`src/rtl/mul_div_unit.sv`:
```
// mul_div_unit: iterative RV32M multiply/divide unit sitting beside the EX-stage ALU.
// Multiplies with one shift-add step per cycle and divides with one restoring
// shift-subtract step per cycle, working on magnitudes and fixing the sign at the end.
module mul_div_unit #(
  parameter int XLEN = 32
) (
  input  logic            CLK,
  input  logic            RESET,
  input  logic            valid_in,
  input  logic [4:0]      alu_op,
  input  logic [XLEN-1:0] operand_a,
  input  logic [XLEN-1:0] operand_b,
  input  logic            flush,
  output logic [XLEN-1:0] result,
  output logic            result_valid,
  output logic            busy,
  output logic            stall
);

  localparam int CW = $clog2(XLEN) + 1;

  localparam logic [2:0] F3_MULH   = 3'd1;
  localparam logic [2:0] F3_MULHSU = 3'd2;
  localparam logic [2:0] F3_DIV    = 3'd4;
  localparam logic [2:0] F3_REM    = 3'd6;

  localparam logic [XLEN-1:0] INT_MIN  = {1'b1, {(XLEN-1){1'b0}}};
  localparam logic [XLEN-1:0] ALL_ONES = {XLEN{1'b1}};
  localparam logic [XLEN-1:0] ZERO     = {XLEN{1'b0}};

  typedef enum logic [1:0] {
    S_IDLE = 2'b00,
    S_CALC = 2'b01,
    S_DONE = 2'b10
  } state_t;

  state_t              state_q, state_d;
  logic [2*XLEN-1:0]   work_q, work_d;    // {accumulator/remainder, multiplier/quotient}
  logic [XLEN-1:0]     divs_q, divs_d;    // multiplicand or divisor magnitude
  logic [CW-1:0]       cnt_q, cnt_d;
  logic [2:0]          op_q, op_d;
  logic                neg_q, neg_d;
  logic [XLEN-1:0]     result_q, result_d;
  logic                rv_q, rv_d;
  logic                busy_q, busy_d;

  // Operand decode signals
  logic                is_m_s;
  logic                accept_s;
  logic                a_signed_s, b_signed_s;
  logic                neg_a_s, neg_b_s;
  logic [XLEN-1:0]     abs_a_s, abs_b_s;
  logic                neg_in_s;
  logic                div_zero_s, div_ovf_s;
  logic [XLEN-1:0]     special_s;

  // Iteration datapath signals
  logic [XLEN:0]       add_s;
  logic [XLEN:0]       rem_sh_s;
  logic [XLEN:0]       diff_s;
  logic [2*XLEN-1:0]   mul_step_s, div_step_s, step_s;
  logic [2*XLEN-1:0]   prod_s;
  logic [XLEN-1:0]     mul_res_s, div_sel_s, div_res_s, final_s;

  assign is_m_s   = valid_in & (alu_op[4:3] == 2'b01);
  assign accept_s = (state_q == S_IDLE) & is_m_s & ~flush;

  // Decode operand signedness from funct3
  always_comb begin
    a_signed_s = 1'b0;
    b_signed_s = 1'b0;
    case (alu_op[2:0])
      F3_MULH, F3_DIV, F3_REM: begin
        a_signed_s = 1'b1;
        b_signed_s = 1'b1;
      end
      F3_MULHSU: begin
        a_signed_s = 1'b1;
        b_signed_s = 1'b0;
      end
      default: begin
        a_signed_s = 1'b0;
        b_signed_s = 1'b0;
      end
    endcase
  end

  assign neg_a_s  = a_signed_s & operand_a[XLEN-1];
  assign neg_b_s  = b_signed_s & operand_b[XLEN-1];
  assign abs_a_s  = neg_a_s ? (~operand_a + {{(XLEN-1){1'b0}}, 1'b1}) : operand_a;
  assign abs_b_s  = neg_b_s ? (~operand_b + {{(XLEN-1){1'b0}}, 1'b1}) : operand_b;
  // Remainder follows the dividend; products and quotients follow the sign xor.
  assign neg_in_s = (alu_op[2:0] == F3_REM) ? neg_a_s : (neg_a_s ^ neg_b_s);

  // Divide-by-zero and signed overflow never enter the iterative loop.
  assign div_zero_s = alu_op[2] & (operand_b == ZERO);
  assign div_ovf_s  = alu_op[2] & ~alu_op[0] & (operand_a == INT_MIN) & (operand_b == ALL_ONES);
  assign special_s  = div_zero_s ? (alu_op[1] ? operand_a : ALL_ONES)
                                 : (alu_op[1] ? ZERO      : INT_MIN);

  // One multiply or divide iteration on the working register
  always_comb begin
    add_s      = {1'b0, work_q[2*XLEN-1:XLEN]} +
                 (work_q[0] ? {1'b0, divs_q} : {(XLEN+1){1'b0}});
    mul_step_s = {add_s, work_q[XLEN-1:1]};
    rem_sh_s   = {work_q[2*XLEN-1:XLEN], work_q[XLEN-1]};
    diff_s     = rem_sh_s - {1'b0, divs_q};
    if (diff_s[XLEN]) begin
      div_step_s = {rem_sh_s[XLEN-1:0], work_q[XLEN-2:0], 1'b0};
    end else begin
      div_step_s = {diff_s[XLEN-1:0], work_q[XLEN-2:0], 1'b1};
    end
    step_s = op_q[2] ? div_step_s : mul_step_s;
  end

  // Sign correction and result selection applied to the final iteration
  always_comb begin
    prod_s    = neg_q ? (~step_s + {{(2*XLEN-1){1'b0}}, 1'b1}) : step_s;
    mul_res_s = (op_q[1:0] == 2'b00) ? prod_s[XLEN-1:0] : prod_s[2*XLEN-1:XLEN];
    div_sel_s = op_q[1] ? step_s[2*XLEN-1:XLEN] : step_s[XLEN-1:0];
    div_res_s = neg_q ? (~div_sel_s + {{(XLEN-1){1'b0}}, 1'b1}) : div_sel_s;
    final_s   = op_q[2] ? div_res_s : mul_res_s;
  end

  // Next-state and datapath control for IDLE -> CALC -> DONE
  always_comb begin
    state_d  = state_q;
    work_d   = work_q;
    divs_d   = divs_q;
    cnt_d    = cnt_q;
    op_d     = op_q;
    neg_d    = neg_q;
    result_d = result_q;
    rv_d     = 1'b0;
    case (state_q)
      S_IDLE: begin
        if (accept_s) begin
          op_d   = alu_op[2:0];
          neg_d  = neg_in_s;
          work_d = {ZERO, abs_a_s};
          divs_d = abs_b_s;
          cnt_d  = {CW{1'b0}};
          if (div_zero_s | div_ovf_s) begin
            state_d  = S_DONE;
            result_d = special_s;
            rv_d     = 1'b1;
          end else begin
            state_d  = S_CALC;
          end
        end else begin
          state_d = S_IDLE;
        end
      end
      S_CALC: begin
        if (flush) begin
          state_d = S_IDLE;
        end else begin
          work_d = step_s;
          cnt_d  = cnt_q + CW'(1);
          if (cnt_d == CW'(XLEN)) begin
            state_d  = S_DONE;
            result_d = final_s;
            rv_d     = 1'b1;
          end else begin
            state_d  = S_CALC;
          end
        end
      end
      S_DONE: begin
        state_d = S_IDLE;
      end
      default: begin
        state_d = S_IDLE;
      end
    endcase
    busy_d = (state_d != S_IDLE);
  end

  // State and datapath registers with asynchronous reset
  always_ff @(posedge CLK or posedge RESET) begin
    if (RESET) begin
      state_q  <= S_IDLE;
      work_q   <= {(2*XLEN){1'b0}};
      divs_q   <= ZERO;
      cnt_q    <= {CW{1'b0}};
      op_q     <= 3'd0;
      neg_q    <= 1'b0;
      result_q <= ZERO;
      rv_q     <= 1'b0;
      busy_q   <= 1'b0;
    end else begin
      state_q  <= state_d;
      work_q   <= work_d;
      divs_q   <= divs_d;
      cnt_q    <= cnt_d;
      op_q     <= op_d;
      neg_q    <= neg_d;
      result_q <= result_d;
      rv_q     <= rv_d;
      busy_q   <= busy_d;
    end
  end

  assign result       = result_q;
  assign result_valid = rv_q;
  assign busy         = busy_q;
  // Stall must react in the same cycle the M op arrives, so it stays combinational.
  assign stall        = is_m_s & ~rv_q & ~flush;

endmodule

```
`config.mk`:
```
export PLATFORM = sky130hd
export DESIGN_NAME = mul_div_unit
export DESIGN_NICKNAME = d
export VERILOG_FILES = /design/src/rtl/mul_div_unit.sv
export SDC_FILE = /design/constraint.sdc
export NUM_CORES = 1
export LEC_CHECK = 0
export CORE_MARGIN = 3
export CORE_UTILIZATION = 55
export CTS_CLUSTER_DIAMETER = 50
export DETAILED_ROUTE_END_ITERATION = 8
export GPL_ROUTABILITY_DRIVEN = 0
export PLACE_DENSITY = 0.75
export SLEW_MARGIN = 20
export SYNTH_ARGS = -nofsm -noshare
export SYNTH_HDL_FRONTEND = slang
export SYNTH_SLANG_ARGS = --single-unit
```
`constraint.sdc`:
```
create_clock -name CLK -period 6.4 [get_ports CLK]
set_input_delay 1.6 -clock CLK [delete_from_list [all_inputs] [get_ports CLK]]
set_output_delay 1.6 -clock CLK [all_outputs]
set_load 0.1 [all_outputs]
```
# [Word-level counts from Yosys, hierarchy flattened]
# Cells that the tools add are included.
[word_totals] input_bits=73 reg_bits=142 output_inout_bits=35 elab_cells=96
[op_classes] bitwise=20 n_eq_ne=13 mux=37 addsub=7 reduce_logical=10
[op_table] operator="2-to-1 mux 32 bit" n=14
[op_table] operator="2-to-1 mux 64 bit" n=5
[op_table] operator="case mux 64 bit (2 select lines)" n=1
[op_table] operator="adder 32 x 1 -> 32 bit (second input constant)" n=3
[op_table] operator="inverter 32 bit" n=3
[op_table] operator="adder 64 x 1 -> 64 bit (second input constant)" n=1
[op_table] operator="equality test 32 bit (second input constant)" n=2
[op_table] operator="inverter 64 bit" n=1
[op_table] operator="case mux 32 bit (2 select lines)" n=1
[op_table] operator="adder 32 x 32 -> 33 bit" n=1
[op_table] operator="subtractor 33 x 32 -> 33 bit" n=1
[op_table] operator="zero test 32 bit" n=1
[op_table] operator="2-to-1 mux 6 bit" n=2
[op_table] operator="case mux 6 bit (2 select lines)" n=1
[op_table] operator="bitwise AND 1 bit" n=11
[op_table] operator="2-to-1 mux 2 bit" n=4
[op_table] operator="2-to-1 mux 1 bit" n=7
[op_table] operator="adder 6 x 1 -> 6 bit (second input constant)" n=1
[op_table] operator="equality test 3 bit (second input constant)" n=2
[op_table] operator="equality test 6 bit (second input constant)" n=1
[op_table] operator="inequality test 2 bit (second input constant)" n=3
[op_table] operator="AND reduction 5 bit" n=1
[op_table] operator="equality test 2 x 1 -> 1 bit (second input constant)" n=2
[op_table] operator="zero test 2 bit" n=2
[op_table] operator="13 further kinds" n=16

# [Logic depth before layout (Yosys ltp)]
# Gate-level depths: netlist of run 1.
[logic_depth] word_depth=11 depth_mapped=24 depth_no_buf=22

# [Least setup slack after synthesis of run 1]
# Ideal clock, no wire load.
[synth_path] path_type="register -> register" start="register work_q[31]" end="register result_q[28], in the netlist result[28]" t_arrival_ps=5699 period_less_slack_ps=5828 setup_slack_ps=572 stages_incl_launch_ff=25 required_time_ps=6271 n_path_buf=2 setup_time_ps=129 cell_sequence="dfrtp_1 > inv_1 > ha_1 > inv_1 > fa_1 > a211oi_1 > o211ai_1 > nand3_1 > a311o_1 > o211ai_1 > buf_2 > buf_2 > nor2_1 > a21oi_1 > ha_1 > nor4b_1 > and4_1 > nand3_1 > or3_1 > nor3_2 > nand3_1 > o41ai_2 > xnor2_1 > a211oi_1 > a21oi_1"
[synth_between] elab_chain_cells=11
[synth_rtl] item="start, declared" line="38" rtl="logic [2*XLEN-1:0] work_q, work_d;"
[synth_rtl] item="start signal, assigned" line="183" rtl="work_q <= {(2*XLEN){1'b0}};"
[synth_rtl] item="start signal, assigned" line="193" rtl="work_q <= work_d;"
[synth_rtl] item="subtractor 33 x 32 -> 33 bit" line="107" rtl="diff_s = rem_sh_s - {1'b0, divs_q};"
[synth_rtl] item="2-to-1 mux 64 bit" line="108" rtl="if (diff_s[XLEN]) begin"
[synth_rtl] item="2-to-1 mux 64 bit *" line="113" rtl="step_s = op_q[2] ? div_step_s : mul_step_s;"
[synth_rtl] item="inverter 64 bit or 2-to-1 mux 32 bit (tied branches)" line="118, 120"
[synth_rtl] item="adder 64 x 1 -> 64 bit or inverter 32 bit (tied branches)" line="118, 121"
[synth_rtl] item="2-to-1 mux 64 bit or adder 32 x 1 -> 32 bit (tied branches)" line="118, 121"
[synth_rtl] item="2-to-1 mux 32 bit, on equally long branches" line="119, 121"
[synth_rtl] item="2-to-1 mux 32 bit *" line="122" rtl="final_s = op_q[2] ? div_res_s : mul_res_s;"
[synth_rtl] item="2-to-1 mux 32 bit *" line="160" rtl="if (cnt_d == CW'(XLEN)) begin"
[synth_rtl] item="2-to-1 mux 32 bit *" line="155" rtl="if (flush) begin"
[synth_rtl] item="case mux 32 bit (2 select lines) *" line="135" rtl="case (state_q)"
[synth_rtl] item="end signal, assigned" line="198" rtl="result_q <= result_d;"
[synth_rtl] item="end, declared" line="43" rtl="logic [XLEN-1:0] result_q, result_d;"
# Every way passes the cells marked *; elsewhere a longest branch is shown, timed or not. The select of a mux whose other input is x is not followed.
# A chain may end at the register's enable or synchronous reset.

# [Worst setup path after layout of run 1]
# Same ends and word-level chain as after synthesis.

==> results.md, run 1 <==
- The run finished with clean final reports.
- For this run, the post-layout net count is 2504.
- Of the available clock period, the critical path in the final layout requires 93.89%.
- The endpoint identified for the worst register-to-register timing path is result[28].
- The relative slew slack is 33.84%.
- The number of clock sinks seen by CTS is 141.
- The register bit count reported by yosys is 141.
- The post-cts gate resize count is 0.
- The number of antenna violations at the first check in global routing is 2.
- Net switching is 56.74% of the power.
- The type of element capturing the critical path is a flop.
- The static power due to leakage is 7.616 nW.
- Per report_power, the combinational group accounts for 72.4% of the total.
- The worst reg2reg path depth is 23.
- The switching component of the power is 0.005512 W.
- Entering global routing, the biggest net connects 79 pins.
- The type of the most critical hold path is flop to flop.
- When the netlist entered floorplanning its net count stood at 2474.
- The setup TNS is 0 ns.
- During synthesis, Yosys emitted a total of 0 warnings.
- For the pin with the worst max-slew slack, the measured transition is 0.9893 ns.
- For this run, design rule violations remaining after detail routing come to 0.
- The relative area change from synthesis to final layout is 11.91%.
- Detailed placement finished with a half-perimeter wire length of 46510 microns.
- After the first detailed-routing iteration, the DRC count stood at 2898.
- The final layout contains routed wiring with a total length of 61870 microns.
- Before antenna repair, the detailed router went through 6 iterations.
- The tool flagged a number of max-cap violations equal to 0.
- The TritonCTS clock tree is yes.
- Using the TritonRoute via totals, the vias-per-cell ratio works out to 6.861.
- The aggregate global-route resource usage is 36.95%.
- The die span in x is 179.8 microns.
- Dividing the synthesized area by the synthesized cell count gives 7.138 sq um.
- The total overflow left after global routing is 0.
- The most common cell after layout, fill and taps aside is sky130_fd_sc_hd__nand2_1.
- The largest fanout on the critical path is 7.
- In the synthesized netlist the async set-or-reset flop fraction comes to 100.0%.
- The clock-pin slew of the registers on the worst-case setup and hold paths is 0.07 ns.
- The fraction of final layout cells sized beyond drive strength 1 is 6.116%.
- Leaving out fill and tap cells, the most frequent cells in the layout are sky130_fd_sc_hd__nand2_1 (295), sky130_fd_sc_hd__o21ai_0 (238), sky130_fd_sc_hd__nor2_1 (227).
- Clock skew on the completed layout was measured at 0.01353 ns.
- The setup slack of the worst register-to-register path is 0.39 ns.
- The worst-case vdd ir drop is 0.0002916 V.
- The mapped netlist covers 16620 sq um.
- The share of total power dissipated in the clock network is 11.2%.
- The post-layout utilization of the core is 62.58%.
- The required time of the critical path is 6.74 ns.
- The finished cells cover 18600 sq um.
- The startpoint identified for the worst register-to-register timing path is work_q[31].
- The part of the total power dissipated in sequential elements is 16.4%.
- The site row count is 63.
- The root cell of the clock tree is sky130_fd_sc_hd__clkbuf_16.
- The count of pins over their slew limit is 0.
- The overall die area is 32340 sq um.
- Timing would allow up to 166.4 MHz.
- The number of failing hold endpoints at the final stage is 0.
- The most instantiated flip-flop cell in the synthesis netlist is sky130_fd_sc_hd__dfrtp_1.
- Setup slack on the critical path of the routed design comes to 0.3908 ns.
- Setup repair after global routing left no endpoint under its margin.
- The clock insertion delay at the later pin of the skew report is 0.46 ns.
- The count of hold-fix buffers inserted at cts is 0.
- The gate count after technology mapping is 2328.
- The number of global-route vias before repair came to 17.35k.
- The die span in y is 179.8 microns.
- The instance area after placement is 17980 sq um.
- The core area is 29720 sq um.
- The post-placement setup slack is 0.5753 ns.
- The worst hold path terminates at result[9].
- Setup violations remaining at the end of the flow were counted as 0.
- The data arrival time of the worst path is 6.35 ns.
- The worst setup path is of the flop to flop kind.
- The final route contains 18.94k vias.
- The netlist uses 96 different library cells.
- The number of placed I/O pins is 108.
- The number of buffers inserted to repair setup after CTS is 0.
- Clock tree synthesis inserted a total of 17 buffers.
- The wire length of the first global-routing pass is 96300 microns.
- The effective utilization at floorplan is 55.92%.
- The startpoint identified for the worst hold timing path is result[9].
- The worst-case hold slack is 0.4907 ns.
- The number of synthesized flops with an enable pin is 0.
- STA classifies the critical path startpoint as a flop.
- The count of buffers inserted at the top-level ports is 107.
- Internal power comes to 0.004203 W.
- The minimum period implied by the final worst setup slack is 6.009 ns.
- The number of antenna diodes in the final layout is 0.
- After synthesis, flip-flops and latches occupy 21.23% of the total area.
- Along the worst hold path, the cell count comes to 2.
- The average wire length per cell after detail routing is 22.41 microns.
- The number of routed nets with antenna violations is 0.
- The depth of the CTS H-tree is 4.
- For this design the ratio of total power to cell area is 522.4 nW/um^2.
- In this run the deepest clock path goes through 2 buffers.
[cells in the mapped netlist, types with 13 or more instances]
cell type / instances / area [sq um]
sky130_fd_sc_hd__ha_1: 71 / 888.4
sky130_fd_sc_hd__clkbuf_1: 117 / 439.2
sky130_fd_sc_hd__mux2_2: 17 / 191.4
sky130_fd_sc_hd__a21o_1: 29 / 217.7
sky130_fd_sc_hd__nor2_1: 229 / 859.6
sky130_fd_sc_hd__or2_2: 14 / 87.58
sky130_fd_sc_hd__and3_1: 26 / 162.7
sky130_fd_sc_hd__xor2_1: 58 / 508.0
sky130_fd_sc_hd__a211oi_1: 23 / 172.7
sky130_fd_sc_hd__or3_1: 27 / 168.9
sky130_fd_sc_hd__a21oi_1: 207 / 1036
sky130_fd_sc_hd__nor2b_1: 19 / 118.9
sky130_fd_sc_hd__o211ai_1: 27 / 202.7
sky130_fd_sc_hd__dfrtp_1: 141 / 3528
sky130_fd_sc_hd__o31ai_1: 35 / 262.8
sky130_fd_sc_hd__nor3_1: 70 / 350.3
sky130_fd_sc_hd__and2_1: 47 / 294.0
sky130_fd_sc_hd__a31oi_1: 33 / 206.5
sky130_fd_sc_hd__o21ai_0: 238 / 1191
sky130_fd_sc_hd__nor4_1: 17 / 106.4
sky130_fd_sc_hd__mux2i_1: 52 / 520.5
sky130_fd_sc_hd__xnor2_1: 101 / 884.6
sky130_fd_sc_hd__nand4_1: 28 / 175.2
sky130_fd_sc_hd__inv_1: 68 / 255.2
sky130_fd_sc_hd__nand3_1: 65 / 325.3
sky130_fd_sc_hd__o21a_1: 13 / 97.59
sky130_fd_sc_hd__nand2b_1: 29 / 181.4
sky130_fd_sc_hd__a221oi_1: 14 / 122.6
sky130_fd_sc_hd__nand2_1: 295 / 1107
[critical path: stages (launching register included)]
cell	delay, ns
sky130_fd_sc_hd__dfrtp_1	0.38
sky130_fd_sc_hd__inv_1	0.08
sky130_fd_sc_hd__ha_1	0.16
sky130_fd_sc_hd__inv_1	0.05
sky130_fd_sc_hd__fa_1	0.44
sky130_fd_sc_hd__a211oi_1	0.29
sky130_fd_sc_hd__o211ai_1	0.21
sky130_fd_sc_hd__nand3_1	0.28
sky130_fd_sc_hd__a311oi_2	0.20
sky130_fd_sc_hd__o211ai_1	0.28
sky130_fd_sc_hd__nor2_1	0.19
sky130_fd_sc_hd__a21oi_1	0.29
sky130_fd_sc_hd__ha_1	0.25
sky130_fd_sc_hd__nor4b_1	0.24
sky130_fd_sc_hd__buf_4	0.20
sky130_fd_sc_hd__and4_1	0.27
sky130_fd_sc_hd__nand3_1	0.15
sky130_fd_sc_hd__or3_1	0.42
sky130_fd_sc_hd__nor3_2	0.26
sky130_fd_sc_hd__nand3_1	0.33
sky130_fd_sc_hd__o41ai_2	0.46
sky130_fd_sc_hd__xnor2_1	0.11
sky130_fd_sc_hd__a211oi_1	0.26
sky130_fd_sc_hd__a21oi_1	0.09
[cell type report]
type                            instances  area (sq um)
Sequential cell                       141          3533
Timing Repair Buffer                  151          1399
Clock inverter                         10         137.6
Fill cell                            2713         11120
Multi-Input combinational cell       1978         12300
Clock buffer                           22         474.2
Tap cell                              390         488.0
Inverter                               69         264.0
[registers in the layout, summed over array words and instances, names as in the netlist]
signal        flops
state_q           1
neg_q             1
cnt_q             6
op_q              3
busy              1
work_q           64
divs_q           32
result           32
result_valid      1
[stage by stage]
step           std cells  total power, W
2_1_floorplan       2328        0.006440
3_3_place_gp        2729        0.008206
3_5_place_dp        2729        0.008313
4_1_cts             2761        0.009434
5_1_grt             2761         0.01025
6_report            2761        0.009715
[metal layers]
| layer | track usage, % | part of all wire [%] | vias to the layer above |
|---|---|---|---|
| met2 | 57.04 | 44 | 1325 |
| li1 | - | - | 8551 |
| met5 | 0 | 0 | - |
| met3 | 8.175 | 12 | 250 |
| met1 | 49.33 | 39 | 8818 |
| met4 | 17.39 | 5.3 | 0 |
[kinds of logic (layout without fill, tap and decap cells)]
family / after synthesis / after routing / share of synthesized area [%]
muxes: 74 / 74 / 4.894
buffers and inverters: 209 / 252 / 4.969
adders and majority gates: 73 / 73 / 5.587
AOI/OAI and AO/OA: 756 / 756 / 28.56
xor gates and xnor gates: 159 / 159 / 8.380
and+or+nand+nor: 916 / 916 / 26.38
DFF: 141 / 141 / 21.23
[power by group through the flow]
stage	Sequential (W)	Combinational (W)	Clock (W)
finish	0.00159	0.00704	0.00108
global route	0.00162	0.00750	0.00112
global placement	0.00157	0.00664	0
CTS	0.00157	0.00678	0.00109
detailed placement	0.00159	0.00673	0
floorplan	0.00178	0.00466	0
[how the worst max path moves through the flow]
stage | to | slack (ns) | cells past startpoint | startpoint
2_1_floorplan | result[28] | 0.57 | 24 | work_q[31]
3_3_place_gp | result[31] | 0.78 | 15 | work_q[41]
3_5_place_dp | result[30] | 0.58 | 20 | work_q[37]
4_1_cts | result[30] | 0.57 | 20 | work_q[37]
5_1_grt | result[14] | 0.01 | 24 | work_q[31]
6_report | result[28] | 0.39 | 23 | work_q[31]
Power figures use the tool's default switching activity.
==> run 2, diff against run 1 <==
--- a/config.mk
+++ b/config.mk
@@ -5,12 +5,14 @@
 export SDC_FILE = /design/constraint.sdc
 export NUM_CORES = 1
 export LEC_CHECK = 0
+export CELL_PAD_IN_SITES_DETAIL_PLACEMENT = 0
+export CELL_PAD_IN_SITES_GLOBAL_PLACEMENT = 1
 export CORE_MARGIN = 3
-export CORE_UTILIZATION = 55
+export CORE_UTILIZATION = 45
 export CTS_CLUSTER_DIAMETER = 50
 export DETAILED_ROUTE_END_ITERATION = 8
 export GPL_ROUTABILITY_DRIVEN = 0
-export PLACE_DENSITY = 0.75
+export PLACE_DENSITY_LB_ADDON = 0.1
 export SLEW_MARGIN = 20
 export SYNTH_ARGS = -nofsm -noshare
 export SYNTH_HDL_FRONTEND = slang
==> results.md, run 2 (same netlist as run 1, synthesis figures left out) <==
- The run finished with clean final reports.
- The required time of the critical path is 6.75 ns.
- The routing layer with the top usage in global route is met2.
- The register with the most flip-flops in the layout has 64 of them.
- The destination of the worst register-to-register timing path is result[26].
- For this run, design rule violations remaining after detail routing come to 0.
- The root cell of the clock tree is sky130_fd_sc_hd__clkbuf_16.
- At the end of the flow the core is filled with cells to 52.28%.
- The number of cells on the worst reg-to-reg path is 18.
- The total half-perimeter wirelength after legalization and detailed placement is 51210 microns.
- TritonCTS built the clock tree.
- The startpoint identified for the worst register-to-register timing path is work_q[31].
- The library cell contributing the largest single delay on the critical path is sky130_fd_sc_hd__o211a_1.
- The number of failing hold endpoints at the final stage is 0.
- The die span in x is 198.2 microns.
- The most common cell after layout, fill and taps aside is sky130_fd_sc_hd__nand2_1.
- The clock arrives with 0.01316 ns of skew.
- Buffers inserted to repair hold after CTS numbered 0.
- The depth of the CTS H-tree is 4.
- For this block, the initial DRC count from the detailed router was 2089.
- For this run the aggregate overflow at the end of global routing stands at 0.
- The number of routed nets with antenna violations is 0.
- For this configuration, the core starts out at a cell density of 46.16%.
- The relative area change from synthesis to final layout is 13.26%.
- The die span in y is 198.2 microns.
- The total of endpoints with negative setup slack in the final report is 0.
- Dividing total power by cell area gives a power density of 524.9 nW/um^2.
- The top achievable clock speed is 165.2 MHz.
- The clock buffer count from CTS is 17.
- The critical path runs through a total of 18 cells.
- The category of cells accounting for the largest share of critical-path delay is compound AO/OA/AOI/OAI gates.
- The static power due to leakage is 7.687 nW.
- The net count of the finished layout is 2514.
- The routed layout has 18.41k vias.
- Clock-pin slew was measured on the worst setup and hold paths at 0.07 ns.
- Adding up every negative setup slack in the final design gives 0 ns.
- The wire length of the first global-routing pass is 101600 microns.
- The minimum period implied by the final worst setup slack is 6.054 ns.
- The number of placed I/O pins is 108.
- In this run the register-to-register setup slack is 0.35 ns.
- More flip-flops sit in one register than any other, and that register is work_q.
- The count of pins over their slew limit was 0.
- The first-pass detailed-route iteration total is 8.
- The initialized floorplan defines 69 standard-cell rows.
- The routed design has 66300 microns of wire.
- Across the run, the number of max-cap violations was 0.
- The core region is 36000 sq um.
- The data arrival time of the worst path is 6.40 ns.
- The post-route netlist has 6.636% of its cells at a drive strength greater than 1.
- STA classifies the critical path startpoint as a flop.
- The source of the worst hold timing path is result[3].
- The largest fanout on the critical path is 13.
- Entering global routing, the biggest net connects 79 pins.
- The aggregate global-route resource usage is 33.44%.
- The average wire length per cell after detail routing is 23.32 microns.
- The total power of the final layout is 0.009879 W.
- Counting both buffers and inverters, the worst setup path holds a total of 3.
- The clock insertion delay at the later pin of the skew report is 0.47 ns.
- The per-cell via count in the routed design is 6.477.
- The start-to-end type of the worst setup path is flop to flop.
- The number of antenna violations at the first check in global routing is 2.
- The worst-case IR drop observed on VDD is 0.0002730 V.
- The worst hold path terminates at result[3].
- The cell seen most often among critical-path stages is sky130_fd_sc_hd__inv_1.
- The number of instances on the worst hold path is 2.
- Clock tree synthesis found a total of 141 sinks.
- The overall die area is 39270 sq um.
- The post-route clock period utilization is 94.60%.
- The type of the most critical hold path is flop to flop.
- Setup repair after global routing left no endpoint under its margin.
- The met3 usage is 5.037%.
- Walking the worst path, the cells encountered are inv_1 > ha_1 > inv_1 > fa_1 > a211oi_1 > o211ai_1 > nand3_2 > a311oi_2 > o211a_1 > buf_4 > mux2i_1 > o2111a_1 > nand4_1 > or3b_1 > nor4_1 > mux2_2 > nor2_1 > o21ai_1.
- In the global route stage, met2 resource usage came out at 52.71%.
- The count of buffers inserted at the top-level ports is 107.
- In this run the deepest clock path goes through 2 buffers.
- Headroom to the max-slew limit came out at 27.67%.
- The number of global-route vias before repair is 17.10k.
- In the layout the commonest cells are sky130_fd_sc_hd__nand2_1 (295), sky130_fd_sc_hd__o21ai_0 (238), sky130_fd_sc_hd__nor2_1 (227).
- STA classifies the critical path endpoint as a flop.
- Global routing used 46.41% of the available met1 tracks.
- The highest cell delay on the worst timing path is 0.62 ns.
- The transition at the pin with the smallest max-transition slack is 1.082 ns.
==> run 2: changes by cell type in the layout (fill, tap and decap cells not counted), sizes merged <==
| cell | before | now |
|---|---|---|
| buf | 45 | 55 |
| bufinv | 3 | 5 |
| clkbuf | 22 | 21 |
| clkinv | 6 | 5 |
| diode | 0 | 1 |
==> run 2: area by class of cell <==
class,instances,area (sq um)
antenna,1,2.502
clock buffer,21,460.4
inverter,69,264.0
timing repair buffer,161,1474
multi-input combinational,1978,12320
tap,461,576.8
clock inverter,11,188.9
fill,3652,17180
sequential,141,3533
==> run 2: repair_timing <==
action / CTS / global route
buffers inserted: 0 / 0
gates resized for setup: 0 / 3
endpoints found under the setup margin: 0 / 6
==> run 2: tightest hold or removal path: stages, from the launching register on <==
cell and delay (ns):
sky130_fd_sc_hd__dfrtp_1 0.34, sky130_fd_sc_hd__a21oi_1 0.06, sky130_fd_sc_hd__o21ai_0 0.06
==> run 2: how the worst max path moves through the flow <==
stage                 endpoint       start  slack (ns)
floorplan           result[28]  work_q[31]        0.57
global placement    result[28]  work_q[31]        0.52
detailed placement  result[30]  work_q[31]        0.28
CTS                 result[30]  work_q[31]        0.24
global route        result[28]  work_q[31]        0.09
finish              result[26]  work_q[31]        0.35
==> run 2: per-stage QoR <==
stage / hold WS (ns) / cell area (sq um) / worst slack (ns) / std cells
floorplan: 0.4609 / 16620 / 0.5716 / 2328
global placement: 0.4676 / 18150 / 0.5155 / 2810
detailed placement: 0.4843 / 18150 / 0.2828 / 2810
CTS: 0.4976 / 18800 / 0.2368 / 2842
global route: 0.5374 / 18820 / 0.08842 / 2842
finish: 0.4910 / 18820 / 0.3457 / 2843
==> run 2: power breakdown <==
group / switching [W] / internal (W)
sequential: 0.000436 / 0.00116
clock: 0.000440 / 0.000710
combinational: 0.00472 / 0.00241
total: 0.00559 / 0.00429
==> run 2: per-layer routing <==
layer | up-vias | routed length (microns)
li1 | 8555 | -
met1 | 8856 | 28730
met2 | 835 | 30050
met3 | 166 | 4916
met4 | 2 | 2594
met5 | - | 12
